## src/rtl/sdf_path_delay_monitor.sv

```systemverilog
// Measures sel-to-zout delay of a conditional-path cell, split by
// rise/fall and by the mode condition latched at the sel edge.
module sdf_path_delay_monitor #(
  parameter int CNT_W   = 8,
  parameter int TIMEOUT = 200
) (
  input  logic             clk,
  input  logic             rst,
  input  logic             mode,
  input  logic             sel,
  input  logic             zout,
  input  logic             clr,
  output logic [CNT_W-1:0] rise_m0,
  output logic [CNT_W-1:0] fall_m0,
  output logic [CNT_W-1:0] rise_m1,
  output logic [CNT_W-1:0] fall_m1,
  output logic [3:0]       valid,
  output logic             done,
  output logic             timeout,
  output logic             rejected,
  output logic             busy
);

  typedef enum logic {
    IDLE,
    MEASURE
  } state_t;

  state_t state_q;

  logic mode_q;
  logic sel_q;
  logic sel_p;
  logic zout_q;
  logic zout_p;
  logic tgt_q;
  logic cond_q;
  logic done_q;
  logic tmo_q;
  logic rej_q;

  logic [CNT_W-1:0] cnt_q;
  logic [3:0]       valid_q;
  logic [3:0][CNT_W-1:0] res_q;

  logic             sel_edge;
  logic             zout_edge;
  logic             hit_new;
  logic             hit_cur;
  logic             in_meas;
  logic [CNT_W-1:0] cnt_nxt;
  logic             at_to;
  logic             wr_en;
  logic [1:0]       wr_idx;
  logic [CNT_W-1:0] wr_val;

  assign sel_edge  = sel_q ^ sel_p;
  assign zout_edge = zout_q ^ zout_p;
  assign in_meas   = (state_q == MEASURE);
  assign hit_new   = zout_edge && (zout_q == sel_q);
  assign hit_cur   = zout_edge && (zout_q == tgt_q);
  assign cnt_nxt   = cnt_q + CNT_W'(1);
  assign at_to     = (cnt_nxt == CNT_W'(TIMEOUT));

  // A fresh sel edge pre-empts the running measurement; its own
  // same-cycle matching zout edge records a zero delay.
  assign wr_en  = sel_edge ? hit_new : (in_meas && hit_cur);
  assign wr_idx = sel_edge ? {mode_q, ~sel_q} : {cond_q, ~tgt_q};
  assign wr_val = sel_edge ? '0 : cnt_nxt;

  always_ff @(posedge clk) begin
    if (rst) begin
      mode_q  <= mode;
      sel_q   <= sel;
      sel_p   <= sel;
      zout_q  <= zout;
      zout_p  <= zout;
      state_q <= IDLE;
      tgt_q   <= 1'b0;
      cond_q  <= 1'b0;
      cnt_q   <= '0;
      res_q   <= '0;
      valid_q <= '0;
      done_q  <= 1'b0;
      tmo_q   <= 1'b0;
      rej_q   <= 1'b0;
    end else begin
      mode_q <= mode;
      sel_q  <= sel;
      sel_p  <= sel_q;
      zout_q <= zout;
      zout_p <= zout_q;

      done_q <= wr_en;
      rej_q  <= sel_edge && in_meas;
      tmo_q  <= !sel_edge && in_meas && !hit_cur && at_to;

      if (clr) begin
        res_q   <= '0;
        valid_q <= '0;
      end
      if (wr_en) begin
        res_q[wr_idx]   <= wr_val;
        valid_q[wr_idx] <= 1'b1;
      end

      if (sel_edge) begin
        tgt_q   <= sel_q;
        cond_q  <= mode_q;
        cnt_q   <= '0;
        state_q <= hit_new ? IDLE : MEASURE;
      end else if (in_meas) begin
        cnt_q <= cnt_nxt;
        if (hit_cur || at_to) begin
          state_q <= IDLE;
        end
      end
    end
  end

  assign rise_m0  = res_q[0];
  assign fall_m0  = res_q[1];
  assign rise_m1  = res_q[2];
  assign fall_m1  = res_q[3];
  assign valid    = valid_q;
  assign done     = done_q;
  assign timeout  = tmo_q;
  assign rejected = rej_q;
  assign busy     = (state_q == MEASURE);

endmodule
```

## config.mk

```make
export PLATFORM = sky130hd
export DESIGN_NAME = sdf_path_delay_monitor
export DESIGN_NICKNAME = d
export VERILOG_FILES = /design/src/rtl/sdf_path_delay_monitor.sv
export SDC_FILE = /design/constraint.sdc
export NUM_CORES = 1
export LEC_CHECK = 0
export BUFFER_PORTS_ARGS = -buffer_cell sky130_fd_sc_hd__buf_2
export CAP_MARGIN = 40
export CORE_MARGIN = 2
export CORE_UTILIZATION = 38
export DETAILED_ROUTE_END_ITERATION = 10
export SETUP_SLACK_MARGIN = 0.5
export SLEW_MARGIN = 20
export SYNTH_ARGS = -nofsm -noshare
export SYNTH_HDL_FRONTEND = slang
export SYNTH_SLANG_ARGS = --single-unit
```

## constraint.sdc

```tcl
create_clock -name clk -period 5.5 [get_ports clk]
set_input_delay 1.1 -clock clk [delete_from_list [all_inputs] [get_ports clk]]
set_output_delay 1.1 -clock clk [all_outputs]
set_load 0.05 [all_outputs]
```

==> flow_metrics.py <==
metrics = {
    "outcome": {
        "outcome": "complete, no violations",
    },
    "floorplan": {
        "design.portCount": 46,
        "die_x_um": 82.6,
        "die_height_um": 82.6,
        "fp.coreArea_um2": 5960,
        "num_rows": 28,
        "fp.dieArea_um2": 6830,
        "initial_core_utilization_pct": 39.4,
    },
    "grt": {
        "initial_antenna_violation_count": 0,
        "first_pass_grt_wire_length_mm": 9.13,
        "grt_overflow": 0,
        "grt_start_max_net_pins": 45,
        "first_global_vias": 1814,
        "global_route.usage.total_pct": 17.4,
    },
    "sta": {
        "hold_ws_ns": 0.468,
        "final_min_period_over_clock_period_pct": 42.5,
        "setup_viol": 0,
        "finalWorstPathRequiredPeriod_ns": 2.34,
        "slew_headroom_pct": 46.0,
        "tightestPinTransition_ns": 0.809,
        "rsz0062_at_grt": "no",
        "final-hold-violation-count": 0,
        "finalSetupTns_ns": 0,
        "finClkSkew_ns": 0.00747,
        "max_clock_freq_mhz": 428,
        "final-max-slew-violation-count": 0,
    },
    "pwr": {
        "leakagePower_uw": 0.00103,
        "pwr_dens_nw_per_um2": 263,
        "clockPowerShare_pct": 32.0,
        "comb_power_share_pct": 9.8,
        "netSwitchingPower_uw": 194,
        "switching_share_pct": 27.3,
        "power.internal_uw": 516,
        "share_of_power_burned_in_registers_pct": 58.2,
        "ir_worst_vdd_uv": 167,
    },
    "clock_network": {
        "clock_latency_ns": 0.31,
        "clock_tree.root_cell": "clkbuf_8",
        "cts_setup_buffers": 0,
        "cts.sink_count": 55,
        "cts.repair.resized": 0,
        "htree_levels": 2,
        "cts.clk_slew.worst_paths_ns": 0.10,
        "tritoncts_clock_tree": "built",
        "cts_max_path_buffers": 2,
        "hold_buffers": 0,
        "cts-buffers-inserted": 5,
    },
    "critical_path": {
        "path_class": "reg2out",
        "cp_data_arrival_time_ns": 1.24,
        "crit_fanout": 11,
        "crit_path_end_kind": "output pin",
        "startpoint_kind_of_the_worst_setup_timing_path": "register",
        "worst_ep_required_time_ns": 4.40,
        "cpLargestDelayFamily": "flip-flops",
        "crit_path_max_incr_delay_ns": 0.58,
        "cpMaxStageDelayCell": "dfxtp_1",
        "crit_chain": "buf_2",
        "regToRegSetupSlack_ns": 3.22,
        "critPathBufInv": 1,
    },
    "cells_and_area": {
        "antenna-diode-count": 0,
        "final_design_instance_area_without_fill_um2": 2700,
        "synthToLayoutAreaGrowth_pct": 15.0,
        "final_net_count": 310,
        "post_route_cells_drive_above_1_share_pct": 23.0,
        "finalNonFillerCells": 379,
    },
    "yosys": {
        "netlist.area_leader.share_pct": 46.9,
        "synth_sequential_area_ratio_pct": 46.9,
        "syn_area_per_cell_um2": 8.76,
        "synth.cell_area_um2": 2350,
        "yosys_warning_total": 0,
        "post_synth_num_cell_types": 33,
        "leading_post_synthesis_cells_by_cell_area": "dfxtp_1 (47%), a21oi_1 (8.3%), o311ai_0 (6.0%)",
        "ys_seq_elements": 55,
        "synth_fp_nets": 275,
        "number_of_standard_cells_after_synthesis": 268,
        "yosysTopAreaCell": "dfxtp_1",
    },
    "placement": {
        "gp_routability_congestion": 0.778,
        "dp.final_hpwl_mm": 3.81,
        "io_buffers": 45,
        "placed_cells_incl_taps": 370,
        "placed_area_um2": 2600,
    },
    "drt": {
        "postRouteAntennaNets": 0,
        "drtIter0Drc": 146,
        "wl_per_cell_um": 14.6,
        "finalWirelength_mm": 5.55,
        "vias": 2013,
        "drt_first_pass_iters": 4,
        "post_drt_via_cell_ratio": 5.31,
        "drc": 0,
    },
    "worst_hold_path": {
        "worst_hold_path_class": "reg2reg",
    },
    "flow_run": {
        "max_cap_violations": 0,
    },
}
[power by group through the flow]
stage | Clock [uW] | Sequential (uW) | Combinational [uW]
6_report | 227 | 413 | 69.3
3_5_place_dp | 0 | 422 | 67.7
4_1_cts | 235 | 413 | 68.0
2_1_floorplan | 0 | 429 | 45.1
5_1_grt | 252 | 415 | 75.7
3_3_place_gp | 0 | 422 | 67.3
[sequential cells by signal, summed over array words and instances (netlist names)]
name,flops
timeout,1
zout_p,1
sel_q,1
fall_m0,8
busy,1
valid,4
cnt_q,8
rejected,1
done,1
mode_q,1
rise_m1,8
cond_q,1
tgt_q,1
zout_q,1
fall_m1,8
sel_p,1
rise_m0,8
[kinds of logic after synthesis]
logic type / share of synthesized area, %
compound gates: 17.8
fa+ha+maj: 0.533
flops: 46.9
mux: 4.95
xor+xnor: 4.05
buf+inv: 3.52
simple gates: 22.3
[placed cells by master, fill, tap and decap left out, types with 2 or more instances in the layout]
cell type  netlist  final
dfxtp_1         55     55
buf_2            3     45
a21oi_1         39     39
nand2_1         34     34
nor2_1          24     24
o311ai_0        16     16
nand3_1         10     10
o21ai_0          7      7
or3b_2           7      7
xor2_1           6      6
nor2b_1          6      6
mux2i_1          6      6
or3_1            5      5
nand2b_1         5      5
clkbuf_8         0      5
mux2_2           3      3
xnor2_1          3      3
or3b_1           3      3
nor3_1           3      3
nand4_1          3      3
nor3_2           2      2
inv_1            2      2
[Yosys cell counts]
cell type,n
xnor2_2,1
nand3_1,10
buf_1,1
mux2_2,3
or3b_2,7
buf_2,3
clkbuf_1,15
o311ai_0,16
nand2_1,34
nor2_1,24
xnor2_1,3
a21oi_1,39
o211ai_1,1
a31oi_2,1
nor2b_1,6
mux2i_4,1
o21ai_0,7
a31oi_1,1
a211oi_2,1
nor3_2,2
nor3_1,3
dfxtp_1,55
nor3b_1,1
inv_1,2
xor2_1,6
or3b_1,3
and2_1,1
nand2b_1,5
ha_1,1
or3_1,5
nand4_1,3
a211o_1,1
mux2i_1,6
[worst paths after layout]
path / start / to / cells after the start
setup / recovery: busy$_SDFF_PP0_ / busy / 1
hold / removal: valid[1]$_SDFF_PP0_ / valid[1]$_SDFF_PP0_ / 2
hold reg to reg: valid[1]$_SDFF_PP0_ / valid[1]$_SDFF_PP0_ / 2
setup reg to reg: sel_q$_DFF_P_ / fall_m1[3]$_SDFF_PP0_ / 6
[area by class of cell]
class / instances / area (um^2)
Clock buffer: 6 / 72.6
Clock inverter: 2 / 16.3
Fill cell: 620 / 3260
Inverter: 2 / 7.51
Multi-Input combinational cell: 192 / 1160
Sequential cell: 55 / 1100
Tap cell: 75 / 93.8
Timing Repair Buffer: 47 / 244
[per-layer routing]
layer	wire length [um]	vias to the layer above	GRT usage [%]
met3	252	5	3.59
met5	0	-	0
met2	2600	49	27.3
li1	-	1021	-
met4	64	0	4.92
met1	2640	938	24.3
[per-stage QoR]
stage / setup slack [ns] / total power [uW] / util [%]
finish: 3.16 / 710 / 45.3
global route: 3.00 / 742 / 45.3
CTS: 3.15 / 716 / 45.1
detailed placement: 3.15 / 490 / 43.7
global placement: 3.16 / 489 / 43.5
floorplan: 3.33 / 474 / -
No activity file was read; power rests on OpenSTA's default activity.
